`src/rtl/io_timer_pkg.sv`:
```
// Shared constants for the bank-5 programmable timer: register offsets,
// CTRL/STATUS bit positions and the IO bank number used by the decoder.
package io_timer_pkg;

  localparam logic [7:0] IO_BANK_TIMER = 8'h05;

  localparam logic [2:0] TMR_CTRL      = 3'd0;
  localparam logic [2:0] TMR_STATUS    = 3'd1;
  localparam logic [2:0] TMR_PRESC_LO  = 3'd2;
  localparam logic [2:0] TMR_PRESC_HI  = 3'd3;
  localparam logic [2:0] TMR_RELOAD_LO = 3'd4;
  localparam logic [2:0] TMR_RELOAD_HI = 3'd5;
  localparam logic [2:0] TMR_COUNT_LO  = 3'd6;
  localparam logic [2:0] TMR_COUNT_HI  = 3'd7;

  localparam int CTRL_EN       = 0;
  localparam int CTRL_PERIODIC = 1;
  localparam int CTRL_IE       = 2;

  localparam int STAT_EXP = 0;
  localparam int STAT_RUN = 1;

endpackage

```
`src/rtl/timer_prescaler.sv`:
```
// Free-running divider: emits a one-cycle tick every div+1 enabled clocks.
// clr restarts the division from zero and takes priority over counting.
module timer_prescaler (
  input  logic        clk_i,
  input  logic        rst_i,
  input  logic        en,
  input  logic        clr,
  input  logic [15:0] div,
  output logic        tick
);

  logic [15:0] cnt;

  assign tick = en & (cnt == div);

  // Count up to div, then wrap to zero; hold while disabled.
  always_ff @(posedge clk_i) begin
    if (rst_i || clr) begin
      cnt <= 16'd0;
    end else if (en) begin
      if (cnt == div) cnt <= 16'd0;
      else            cnt <= cnt + 16'd1;
    end
  end

endmodule

```
`src/rtl/io_timer.sv`:
```
// 16-bit down-counting timer with prescaler, reload, one-shot/periodic
// modes, sticky expiry flag, level interrupt and tear-free count reads.
module io_timer
  import io_timer_pkg::*;
#(
  parameter int CLK_HZ = 27000000
) (
  input  logic       clk_i,
  input  logic       rst_i,
  input  logic       cs_i,
  input  logic       R_W_n,
  input  logic [7:0] addr_i,
  input  logic [7:0] data_i,
  output logic [7:0] data_o,
  output logic       irq_o
);

  // Clock rate is documentation for software; upper address bits alias.
  localparam int unused_clk_hz = CLK_HZ;
  logic unused_addr;
  assign unused_addr = ^addr_i[7:3];

  logic [2:0]  off;
  logic        wr_en, rd_en;
  logic        ctrl_en, ctrl_per, ctrl_ie;
  logic        exp_q, irq_q;
  logic [15:0] presc_div, reload, count;
  logic [7:0]  wr_lo, snap;
  logic        tick, ctrl_wr, en_start, cnt_load, expire, stat_clr;

  assign off      = addr_i[2:0];
  assign wr_en    = cs_i & ~R_W_n;
  assign rd_en    = cs_i & R_W_n;
  assign ctrl_wr  = wr_en & (off == TMR_CTRL);
  assign en_start = ctrl_wr & data_i[CTRL_EN] & ~ctrl_en;
  assign cnt_load = wr_en & (off == TMR_COUNT_HI);
  assign stat_clr = wr_en & (off == TMR_STATUS) & data_i[STAT_EXP];
  // A count load or restart swallows a coincident tick, so no expiry then.
  assign expire   = ctrl_en & tick & (count == 16'd0) & ~cnt_load & ~en_start;

  timer_prescaler u_presc (
    .clk_i (clk_i),
    .rst_i (rst_i),
    .en    (ctrl_en),
    .clr   (cnt_load | en_start),
    .div   (presc_div),
    .tick  (tick)
  );

  // Plain CPU-writable registers.
  always_ff @(posedge clk_i) begin
    if (rst_i) begin
      ctrl_per  <= 1'b0;
      ctrl_ie   <= 1'b0;
      presc_div <= 16'd0;
      reload    <= 16'd0;
      wr_lo     <= 8'd0;
    end else if (wr_en) begin
      case (off)
        TMR_CTRL: begin
          ctrl_per <= data_i[CTRL_PERIODIC];
          ctrl_ie  <= data_i[CTRL_IE];
        end
        TMR_PRESC_LO:  presc_div[7:0]  <= data_i;
        TMR_PRESC_HI:  presc_div[15:8] <= data_i;
        TMR_RELOAD_LO: reload[7:0]     <= data_i;
        TMR_RELOAD_HI: reload[15:8]    <= data_i;
        TMR_COUNT_LO:  wr_lo           <= data_i;
        default: ;
      endcase
    end
  end

  // EN follows CTRL writes; a one-shot expiry drops it on its own.
  always_ff @(posedge clk_i) begin
    if (rst_i)                    ctrl_en <= 1'b0;
    else if (ctrl_wr)             ctrl_en <= data_i[CTRL_EN];
    else if (expire && !ctrl_per) ctrl_en <= 1'b0;
  end

  // Down-counter: explicit load beats restart beats tick processing.
  always_ff @(posedge clk_i) begin
    if (rst_i) begin
      count <= 16'd0;
    end else if (cnt_load) begin
      count <= {data_i, wr_lo};
    end else if (en_start) begin
      count <= reload;
    end else if (ctrl_en && tick) begin
      if (count != 16'd0) count <= count - 16'd1;
      else if (ctrl_per)  count <= reload;
    end
  end

  // Sticky expiry flag; a set in the same cycle as a clear wins.
  always_ff @(posedge clk_i) begin
    if (rst_i)         exp_q <= 1'b0;
    else if (expire)   exp_q <= 1'b1;
    else if (stat_clr) exp_q <= 1'b0;
  end

  // High-byte snapshot taken when the low byte is read, plus the irq level.
  always_ff @(posedge clk_i) begin
    if (rst_i) begin
      snap  <= 8'd0;
      irq_q <= 1'b0;
    end else begin
      if (rd_en && off == TMR_COUNT_LO) snap <= count[15:8];
      irq_q <= exp_q & ctrl_ie;
    end
  end

  assign irq_o = irq_q;

  // Combinational read mux, zero when not selected.
  always_comb begin
    data_o = 8'h00;
    if (cs_i) begin
      case (off)
        TMR_CTRL:      data_o = {5'b0, ctrl_ie, ctrl_per, ctrl_en};
        TMR_STATUS:    data_o = {6'b0, ctrl_en, exp_q};
        TMR_PRESC_LO:  data_o = presc_div[7:0];
        TMR_PRESC_HI:  data_o = presc_div[15:8];
        TMR_RELOAD_LO: data_o = reload[7:0];
        TMR_RELOAD_HI: data_o = reload[15:8];
        TMR_COUNT_LO:  data_o = count[7:0];
        TMR_COUNT_HI:  data_o = snap;
        default:       data_o = 8'h00;
      endcase
    end
  end

endmodule

```
`config.mk`:
```
export PLATFORM = sky130hd
export DESIGN_NAME = io_timer
export DESIGN_NICKNAME = d
export VERILOG_FILES = /design/src/rtl/io_timer_pkg.sv /design/src/rtl/timer_prescaler.sv /design/src/rtl/io_timer.sv
export SDC_FILE = /design/constraint.sdc
export NUM_CORES = 1
export LEC_CHECK = 0
export BUFFER_PORTS_ARGS = -buffer_cell sky130_fd_sc_hd__buf_2
export CORE_MARGIN = 2
export CORE_UTILIZATION = 55
export CTS_BUF_LIST = sky130_fd_sc_hd__clkbuf_4 sky130_fd_sc_hd__clkbuf_8 sky130_fd_sc_hd__clkbuf_16
export DETAILED_ROUTE_END_ITERATION = 16
export PLACE_DENSITY_LB_ADDON = 0.12
export RECOVER_POWER = 50
export SYNTH_ARGS = -nofsm -noshare
export SYNTH_HDL_FRONTEND = slang
export SYNTH_SLANG_ARGS = --single-unit
export TNS_END_PERCENT = 100
```
`constraint.sdc`:
```
create_clock -name clk_i -period 2 [get_ports clk_i]
set_input_delay 0.2 -clock clk_i [delete_from_list [all_inputs] [get_ports clk_i]]
set_output_delay 0.2 -clock clk_i [all_outputs]
set_load 0.05 [all_outputs]
```
==> impl_metrics.yaml, run 1 <==
outcome:
  outcome: "finished, final reports clean"
floorplanning:
  start_util: 0.5608
  die_y_um: 95.08
  die_x_um: 95.08
  io_pins: 29
  num_rows: 33
  die_area_um2: 9039
  core_um2: 8134
logic_synthesis:
  syn-num-nets: 546
  synth_top_cell_area_share: 0.3730
  yosysTopAreaCell: "dfxtp_1"
  syn_avg_cell_area_um2: 8.723
  netlist_area_um2: 4562
  synth_seq_area_share: 0.3730
  synth_edf_count: 0
  yosys-top-cells-area: "dfxtp_1 (37%), mux2i_1 (13%), nor2_1 (8.5%), xor2_1 (5.8%), nand2_1 (3.0%)"
  async_flop_share: 0
  ys_types: 55
  ys_seq_elements: 85
  synth_cells: 523
  yosysWarningCount: 0
  synth_ff_type: "dfxtp_1"
clocking:
  htreeDepth: 3
  cts_root_buf: "clkbuf_8"
  clkLatencyLatePin_ns: 0.35
  max-clock-path-buffers: 2
  clock-sinks: 85
  cts_made_buffers: 9
  cts.reportedPaths.clkPinSlew_ns: 0.08
  hold_buffers: 0
  cts_tree: "built"
layout:
  fillers: 658
  post-route-util: 0.6868
  final_common_cell: "nor2_1"
  area_growth_pct: 22.46
  layout.nets: 621
  diodes: 0
  drive_gt1_frac: 0.2542
  mostFrequentLayoutCells: "nor2_1 (101), dfxtp_1 (77), buf_4 (61)"
  fin_area_um2: 5587
power_and_ir_drop:
  ir_drop_uv: 354.5
  p_leak_uw: 0.002432
  p_total_uw: 3921
  power.density_nw_per_um2: 701.8
global_route:
  grt_pass1_vias: 4004
  track_usage: 0.3103
  grt_pass1_wl_mm: 21.29
  antenna_found_initial: 0
  grt_max_degree: 49
  overflow: 0
timing:
  relSlewSlack: 0.5291
  max_freq_mhz: 505.7
  fin_skew_ns: 0.006202
  timing.final.crit_share: 0.9887
  hold_ws_ns: 0.1985
  rsz0062_at_grt: "yes"
  hold_viol: 0
  fin_crit_ns: 1.977
  setup_slack_ns: 0.02265
  worst_pin_slew_ns: 0.7063
  slew_violations: 0
  finalSetupViolations: 0
detailed_routing:
  firstDrtPassIters: 5
  viasPerCell: 5.953
  route.detailed.drc: 0
  wirelength_mm: 13.21
  postRouteAntennaNets: 0
  wl_per_cell_um: 18.69
  vias: 4209
  drt_iter0_drc: 321
placed_design:
  post-place-ws_ns: -0.09441
  place.gp.congestion: 0.9360
  placement.cell_area_um2: 5182
  dp_hpwl_mm: 9.597
  portBuffers: 23
critical_path:
  slowest_stage: "dfxtp_2"
  end_kind: "flip-flop"
  cp_cell_sequence: "inv_2 -> ha_4 -> nor4b_4 -> nand4_1 -> o2111ai_4 -> buf_6 -> o21ai_4 -> a21boi_1 -> a32o_1"
  crit_arrival_ns: 2.23
  cpPeakStageDelay_ns: 0.33
  path_class: "reg -> reg"
  crit_required_ns: 2.25
  crit_fanout: 5
  start_kind: "flip-flop"
worst_hold_path:
  holdCritPathClass: "in -> reg"
run:
  max_cap_viol_count: 0
final timing paths:
| kind | startpoint | endpoint | slack, ns | cells after the start |
|---|---|---|---|---|
| worst max-delay path | count[1] | count[9] | 0.02 | 9 |
| worst min-delay path | data_i[7] | reload[15] | 0.20 | 3 |
| worst max register to register | count[1] | count[9] | 0.02 | 9 |
| worst min register to register | wr_lo[3] | count[3] | 0.48 | 2 |
layer usage:
layer | track usage | wire (µm) | vias up
met4 | 0.09662 | 304 | 0
met3 | 0.04269 | 808 | 23
met5 | 0 | 0 | -
met1 | 0.4492 | 6171 | 2021
met2 | 0.4789 | 5926 | 159
li1 | - | - | 2006
cells in the mapped netlist, types with 4 or more instances:
| library cell | n |
|---|---|
| or3_1 | 4 |
| nand4_1 | 7 |
| o211ai_1 | 12 |
| nand2_1 | 37 |
| a21oi_1 | 8 |
| a221oi_1 | 4 |
| inv_1 | 8 |
| nor2_1 | 103 |
| buf_6 | 4 |
| and3_1 | 5 |
| buf_2 | 7 |
| xnor2_1 | 7 |
| a31oi_1 | 4 |
| nor4_1 | 4 |
| dfxtp_1 | 85 |
| nor2b_1 | 7 |
| clkbuf_1 | 19 |
| mux2_2 | 7 |
| a311oi_1 | 6 |
| nand3_1 | 14 |
| a32o_1 | 4 |
| o21ai_0 | 20 |
| mux2i_1 | 57 |
| nor3_1 | 10 |
| xor2_1 | 30 |
report_power, final:
group | internal (µW) | total, µW | switching, µW
Combinational | 337 | 818 | 481
Sequential | 1720 | 1740 | 23.9
Clock | 744 | 1360 | 620
Total | 2800 | 3920 | 1120
per-stage QoR:
step / setup TNS, ns / std cells
2_1_floorplan: 0 / 523
3_3_place_gp: -0.1356 / 687
3_5_place_dp: -0.4095 / 687
4_1_cts: -0.01169 / 704
5_1_grt: -0.4163 / 707
6_report: 0 / 707
final cells by class:
| type | instances | area (µm²) | share of cell area |
|---|---|---|---|
| tap | 105 | 131.4 | 0.02352 |
| inverter | 8 | 30.03 | 0.005375 |
| multi-input combinational | 398 | 2789 | 0.4992 |
| sequential | 85 | 1712 | 0.3064 |
| timing repair buffer | 96 | 706.9 | 0.1265 |
| clock inverter | 4 | 72.57 | 0.01299 |
| clock buffer | 11 | 145.1 | 0.02598 |
worst max-delay path, delay by kind of cell, from the launching register on:
kind / cells / cell delay, ns
AOI/OAI and AO/OA: 4 / 0.76
DFF: 1 / 0.33
adders and majority gates: 1 / 0.12
and+or+nand+nor: 2 / 0.45
buffers and inverters: 2 / 0.21
sequential cells by signal, indices dropped and copies added (netlist names):
name / flops
count: 16
presc_div: 16
reload: 16
u_presc.cnt: 16
snap: 8
wr_lo: 8
ctrl_en: 1
ctrl_ie: 1
ctrl_per: 1
exp_q: 1
irq_o: 1
cell families after synthesis:
logic type               Yosys count  synth area share
AND/OR/NAND/NOR                  212            0.2268
AO/OA/AOI/OAI                     78            0.1190
buffers and inverters             41           0.04471
adder cells (fa/ha/maj)            3          0.008229
multiplexers                      67            0.1572
XOR/XNOR                          37           0.07104
flip-flops                        85            0.3730
what timing repair did:
action,in CTS,in global routing
setup buffers,1,3
pin swaps,10,15
endpoints found under the hold margin,0,0
gates resized for setup,24,28
setup endpoints to repair,18,38
cloned,1,0
No activity file was read; power rests on OpenSTA's default activity.
==> run 2, diff against run 1 <==
--- a/config.mk
+++ b/config.mk
@@ -10,8 +10,10 @@
 export CORE_UTILIZATION = 55
 export CTS_BUF_LIST = sky130_fd_sc_hd__clkbuf_4 sky130_fd_sc_hd__clkbuf_8 sky130_fd_sc_hd__clkbuf_16
 export DETAILED_ROUTE_END_ITERATION = 16
+export GPL_TIMING_DRIVEN = 0
 export PLACE_DENSITY_LB_ADDON = 0.12
 export RECOVER_POWER = 50
+export SLEW_MARGIN = 10
 export SYNTH_ARGS = -nofsm -noshare
 export SYNTH_HDL_FRONTEND = slang
 export SYNTH_SLANG_ARGS = --single-unit
==> constraint.sdc (replaced) <==
create_clock -name clk_i -period 2.06 [get_ports clk_i]
set_input_delay 0.206 -clock clk_i [delete_from_list [all_inputs] [get_ports clk_i]]
set_output_delay 0.206 -clock clk_i [all_outputs]
set_load 0.05 [all_outputs]
==> impl_metrics.yaml, run 2 (synthesized netlist as in run 1, its figures left out) <==
timing:
  hold_viol: 0
  timing.final.crit_share: 0.9710
  fin_crit_ns: 2.000
  worst_pin_slew_ns: 1.000
  max_freq_mhz: 499.9
  hold_ws_ns: 0.1968
  rsz0062_at_grt: "yes"
  fin_skew_ns: 0.01060
  relSlewSlack: 0.3308
  slew_violations: 0
  setup_slack_ns: 0.05966
  finalSetupViolations: 0
critical_path:
  path_class: "reg -> out"
  crit_required_ns: 1.85
  cpPeakStageDelay_ns: 0.46
  crit_arrival_ns: 1.79
  end_kind: "output port"
  reg2reg_slack_ns: 0.06
  slowest_stage: "mux4_2"
  start_kind: "flip-flop"
  crit_fanout: 10
  cp_cell_sequence: "clkbuf_8 -> mux4_2 -> a21oi_1 -> nor2_1 -> buf_4"
global_route:
  met2_usage: 0.4525
  use_met1: 0.4667
  grtUsageMet3: 0.05296
  grt_pass1_wl_mm: 20.89
  track_usage: 0.3124
  top_usage_layer: "met1"
  antenna_found_initial: 0
  overflow: 0
  grt_pass1_vias: 3786
  grt_max_degree: 15
detailed_routing:
  wirelength_mm: 13.72
  wl_per_cell_um: 20.36
  firstDrtPassIters: 6
  viasPerCell: 6.110
  route.detailed.drc: 0
  drt_iter0_drc: 353
  vias: 4118
  postRouteAntennaNets: 0
clocking:
  clkLatencyLatePin_ns: 0.36
  cts.reportedPaths.clkPinSlew_ns: 0.09
  cts_made_buffers: 9
  max-clock-path-buffers: 2
  cts_tree: "built"
  htreeDepth: 3
  hold_buffers: 0
  clock-sinks: 85
  cts_root_buf: "clkbuf_8"
floorplanning:
  io_pins: 29
  num_rows: 33
  core_um2: 8134
  start_util: 0.5608
  die_y_um: 95.08
  die_area_um2: 9039
  die_x_um: 95.08
power_and_ir_drop:
  p_leak_uw: 0.002171
  power.density_nw_per_um2: 705.5
  ir_drop_uv: 520.0
  p_total_uw: 3654
layout:
  diodes: 0
  mostFrequentLayoutCells: "nor2_1 (103), dfxtp_1 (77), mux2i_1 (57)"
  drive_gt1_frac: 0.1810
  area_growth_pct: 13.52
  layout.nets: 587
  final_cells: 674
  final_common_cell: "nor2_1"
placed_design:
  portBuffers: 21
  dp_hpwl_mm: 9.949
  post-place-ws_ns: -0.1954
  place_inst: 649
  place.gp.congestion: 0.9349
run:
  max_cap_viol_count: 0
worst_hold_path:
  holdCritPathClass: "in -> reg"
outcome:
  outcome: "finished, final reports clean"
==> run 2: changes by cell type in the layout (fill, tap and decap cells not counted), sizes merged <==
cell	change
buf	-48
bufinv	-1
clkbuf	+14
clkinv	+1
clkinvlp	+2
o21ai	-1
==> run 2: metrics by stage <==
step | utilization | setup TNS (ns) | area, µm²
floorplan | - | 0 | 4567
global route | 0.6367 | -0.05956 | 5179
CTS | 0.6290 | 0 | 5116
global placement | 0.5905 | -2.490 | 4803
finish | 0.6367 | 0 | 5179
detailed placement | 0.5905 | -3.505 | 4803
==> run 2: area by class of cell <==
type                            count  area, µm²
Fill cell                         720       2955
Inverter                            8      30.03
Multi-Input combinational cell    397       2729
Clock buffer                       10      137.6
Timing Repair Buffer               31      182.7
Buffer                             32      188.9
Clock inverter                      6      62.56
Sequential cell                    85       1717
Tap cell                          105      131.4
==> run 2: report_power, final <==
part           internal [µW]  switching [µW]
clock                    589             631
sequential              1660            36.4
combinational            283             449
total                   2540            1120
==> run 2: repair_timing <==
action,in CTS,in global routing
endpoints found under the setup margin,27,20
pin swaps,7,6
buffers inserted,7,1
resized for setup,17,25
endpoints found under the hold margin,0,0
gates cloned,1,1
==> run 2: worst paths after layout <==
| kind | to | startpoint | depth (start not counted) |
|---|---|---|---|
| max reg2reg | count[0] | count[1] | 9 |
| max | data_o[1] | ctrl_en | 5 |
| min | ctrl_en | data_i[0] | 3 |
| min reg2reg | count[1] | wr_lo[1] | 2 |
==> run 2: per-layer routing <==
layer,wire length (µm),up-vias
met5,0,-
met1,6483,1976
met4,363,0
met3,1028,28
met2,5849,175
li1,-,1939
==> run 2: worst max-delay path: cells and delay by family (launching register included) <==
kind                   cells  cell delay [ns]
AND/OR/NAND/NOR            1             0.08
buffers and inverters      2             0.36
multiplexers               1             0.46
AO/OA/AOI/OAI              1             0.17
flip-flops                 1             0.36
==> run 3, diff against run 2 <==
--- a/config.mk
+++ b/config.mk
@@ -7,8 +7,8 @@
 export LEC_CHECK = 0
 export BUFFER_PORTS_ARGS = -buffer_cell sky130_fd_sc_hd__buf_2
 export CORE_MARGIN = 2
-export CORE_UTILIZATION = 55
-export CTS_BUF_LIST = sky130_fd_sc_hd__clkbuf_4 sky130_fd_sc_hd__clkbuf_8 sky130_fd_sc_hd__clkbuf_16
+export CORE_UTILIZATION = 35
+export CTS_BUF_LIST = sky130_fd_sc_hd__clkbuf_16
 export DETAILED_ROUTE_END_ITERATION = 16
 export GPL_TIMING_DRIVEN = 0
 export PLACE_DENSITY_LB_ADDON = 0.12
==> impl_metrics.yaml, run 3 (synthesized netlist as in run 1, its figures left out) <==
timing:
  fin_crit_ns: 2.071
  setup_slack_ns: -0.01126
  finalSetupViolations: 1
  timing.final.crit_share: 1.005
  max_freq_mhz: 482.8
  slew_violations: 0
  fin_skew_ns: 0.004980
  rsz0062_at_grt: "yes"
  worst_pin_slew_ns: 0.9515
  relSlewSlack: 0.3633
  hold_viol: 0
detailed_routing:
  drt_iter0_drc: 323
  viasPerCell: 5.410
  postRouteAntennaNets: 0
  wirelength_mm: 14.98
  vias: 4014
  wl_per_cell_um: 20.18
  route.detailed.drc: 0
  firstDrtPassIters: 5
clocking:
  htreeDepth: 3
  clock-sinks: 85
  cts_made_buffers: 9
  clkLatencyLatePin_ns: 0.35
  cts_root_buf: "clkbuf_16"
  cts_tree: "built"
  max-clock-path-buffers: 2
  hold_buffers: 0
  cts.reportedPaths.clkPinSlew_ns: 0.06
floorplanning:
  num_rows: 41
  die_x_um: 118.2
  core_um2: 12670
  die_area_um2: 13960
  start_util: 0.3600
  die_y_um: 118.2
  io_pins: 29
critical_path:
  reg2reg_depth: 8
  end_kind: "flip-flop"
  start_kind: "flip-flop"
  crit_required_ns: 2.30
  crit_arrival_ns: 2.31
  path_class: "reg -> reg"
  crit_fanout: 10
global_route:
  track_usage: 0.2211
  grt_pass1_vias: 3864
  overflow: 0
  grt_pass1_wl_mm: 23.37
  antenna_found_initial: 0
  grt_max_degree: 13
outcome:
  violations: "negative setup slack"
  outcome: "finished, violations left"
placed_design:
  portBuffers: 21
  place.gp.congestion: 0.9281
  dp_hpwl_mm: 11.08
worst_hold_path:
  hold_depth: 3
  holdCritPathClass: "in -> reg"
layout:
  mostFrequentLayoutCells: "nor2_1 (104), dfxtp_1 (73), mux2i_1 (57)"
  post-route-util: 0.4277
  area_growth_pct: 18.79
  layout.nets: 591
  diodes: 0
  drive_gt1_frac: 0.1965
  final_common_cell: "nor2_1"
power_and_ir_drop:
  p_leak_uw: 0.002254
  switchingPower_uw: 1130
  pwr-share-clk: 0.389
  power_frac_seq: 0.428
  ir_drop_uv: 407.5
  power.density_nw_per_um2: 735.7
  comb_power_share: 0.183
  internal_power_uw: 2856
  p_sw_frac: 0.2836
  p_total_uw: 3987
run:
  max_cap_viol_count: 0
## run 3: cell count changes in the layout (fill, tap and decap cells not counted), sizes merged
cell      before  now
buf           40   46
clkbuf        33   30
clkinv         2    3
clkinvlp       3    0
## run 3: worst max-delay path, stage by stage (launching register included)
cell,delay (ns)
dfxtp_1,0.31
buf_6,0.13
xor2_1,0.15
nor4_2,0.34
nand3_2,0.19
o21ai_4,0.30
buf_4,0.24
nor2_1,0.06
a311oi_1,0.24
## run 3: through the flow
stage	setup TNS [ns]	hold WS (ns)	worst slack [ns]	std cells	instance area (µm²)
6_report	-0.01126	0.2304	-0.01126	742	5419
5_1_grt	-0.2444	0.2315	-0.04332	742	5419
4_1_cts	0	0.2148	0.003203	741	5360
3_5_place_dp	-5.907	0.4680	-0.2933	716	4887
3_3_place_gp	-6.261	0.4668	-0.2769	716	4887
2_1_floorplan	0	0.3332	0.1012	523	4567
## run 3: power by group through the flow
stage	Sequential (µW)	Combinational, µW	Clock (µW)
final	1710	731	1550
after global routing	1710	801	1640
after CTS	1700	703	1580
after detailed placement	1740	660	0
after global placement	1740	665	0
after floorplan	1730	482	0
## run 3: layout make-up
type | instances | area [µm²]
repair buffers | 36 | 222.7
well taps | 172 | 215.2
clock inverters | 4 | 42.54
fillers | 1305 | 7252
multi-input cells | 397 | 2775
plain buffers | 31 | 178.9
flip-flops and latches | 85 | 1724
clock buffers | 9 | 225.2
inverters | 8 | 35.03
## run 3: path summary, 6_finish.rpt
check                      start         to  slack (ns)
setup / recovery  u_presc.cnt[5]  count[12]       -0.01
hold / removal         data_i[4]  count[12]        0.23
setup reg to reg  u_presc.cnt[5]  count[12]       -0.01
hold reg to reg         wr_lo[3]   count[3]        0.47
## run 3: what timing repair did
action | CTS | global route
resized for setup | 30 | 21
cloned | 1 | 0
setup buffers | 12 | 2
pin swaps | 11 | 8
setup endpoints to repair | 36 | 20
## run 3: routing by layer
metal / part of all wire / track usage / vias up
met2: 0.45 / 0.3327 / 99
met4: 0.022 / 0.07530 / 0
met5: 0 / 0 / -
met3: 0.046 / 0.03234 / 20
li1: - / - / 1944
met1: 0.49 / 0.3216 / 1951
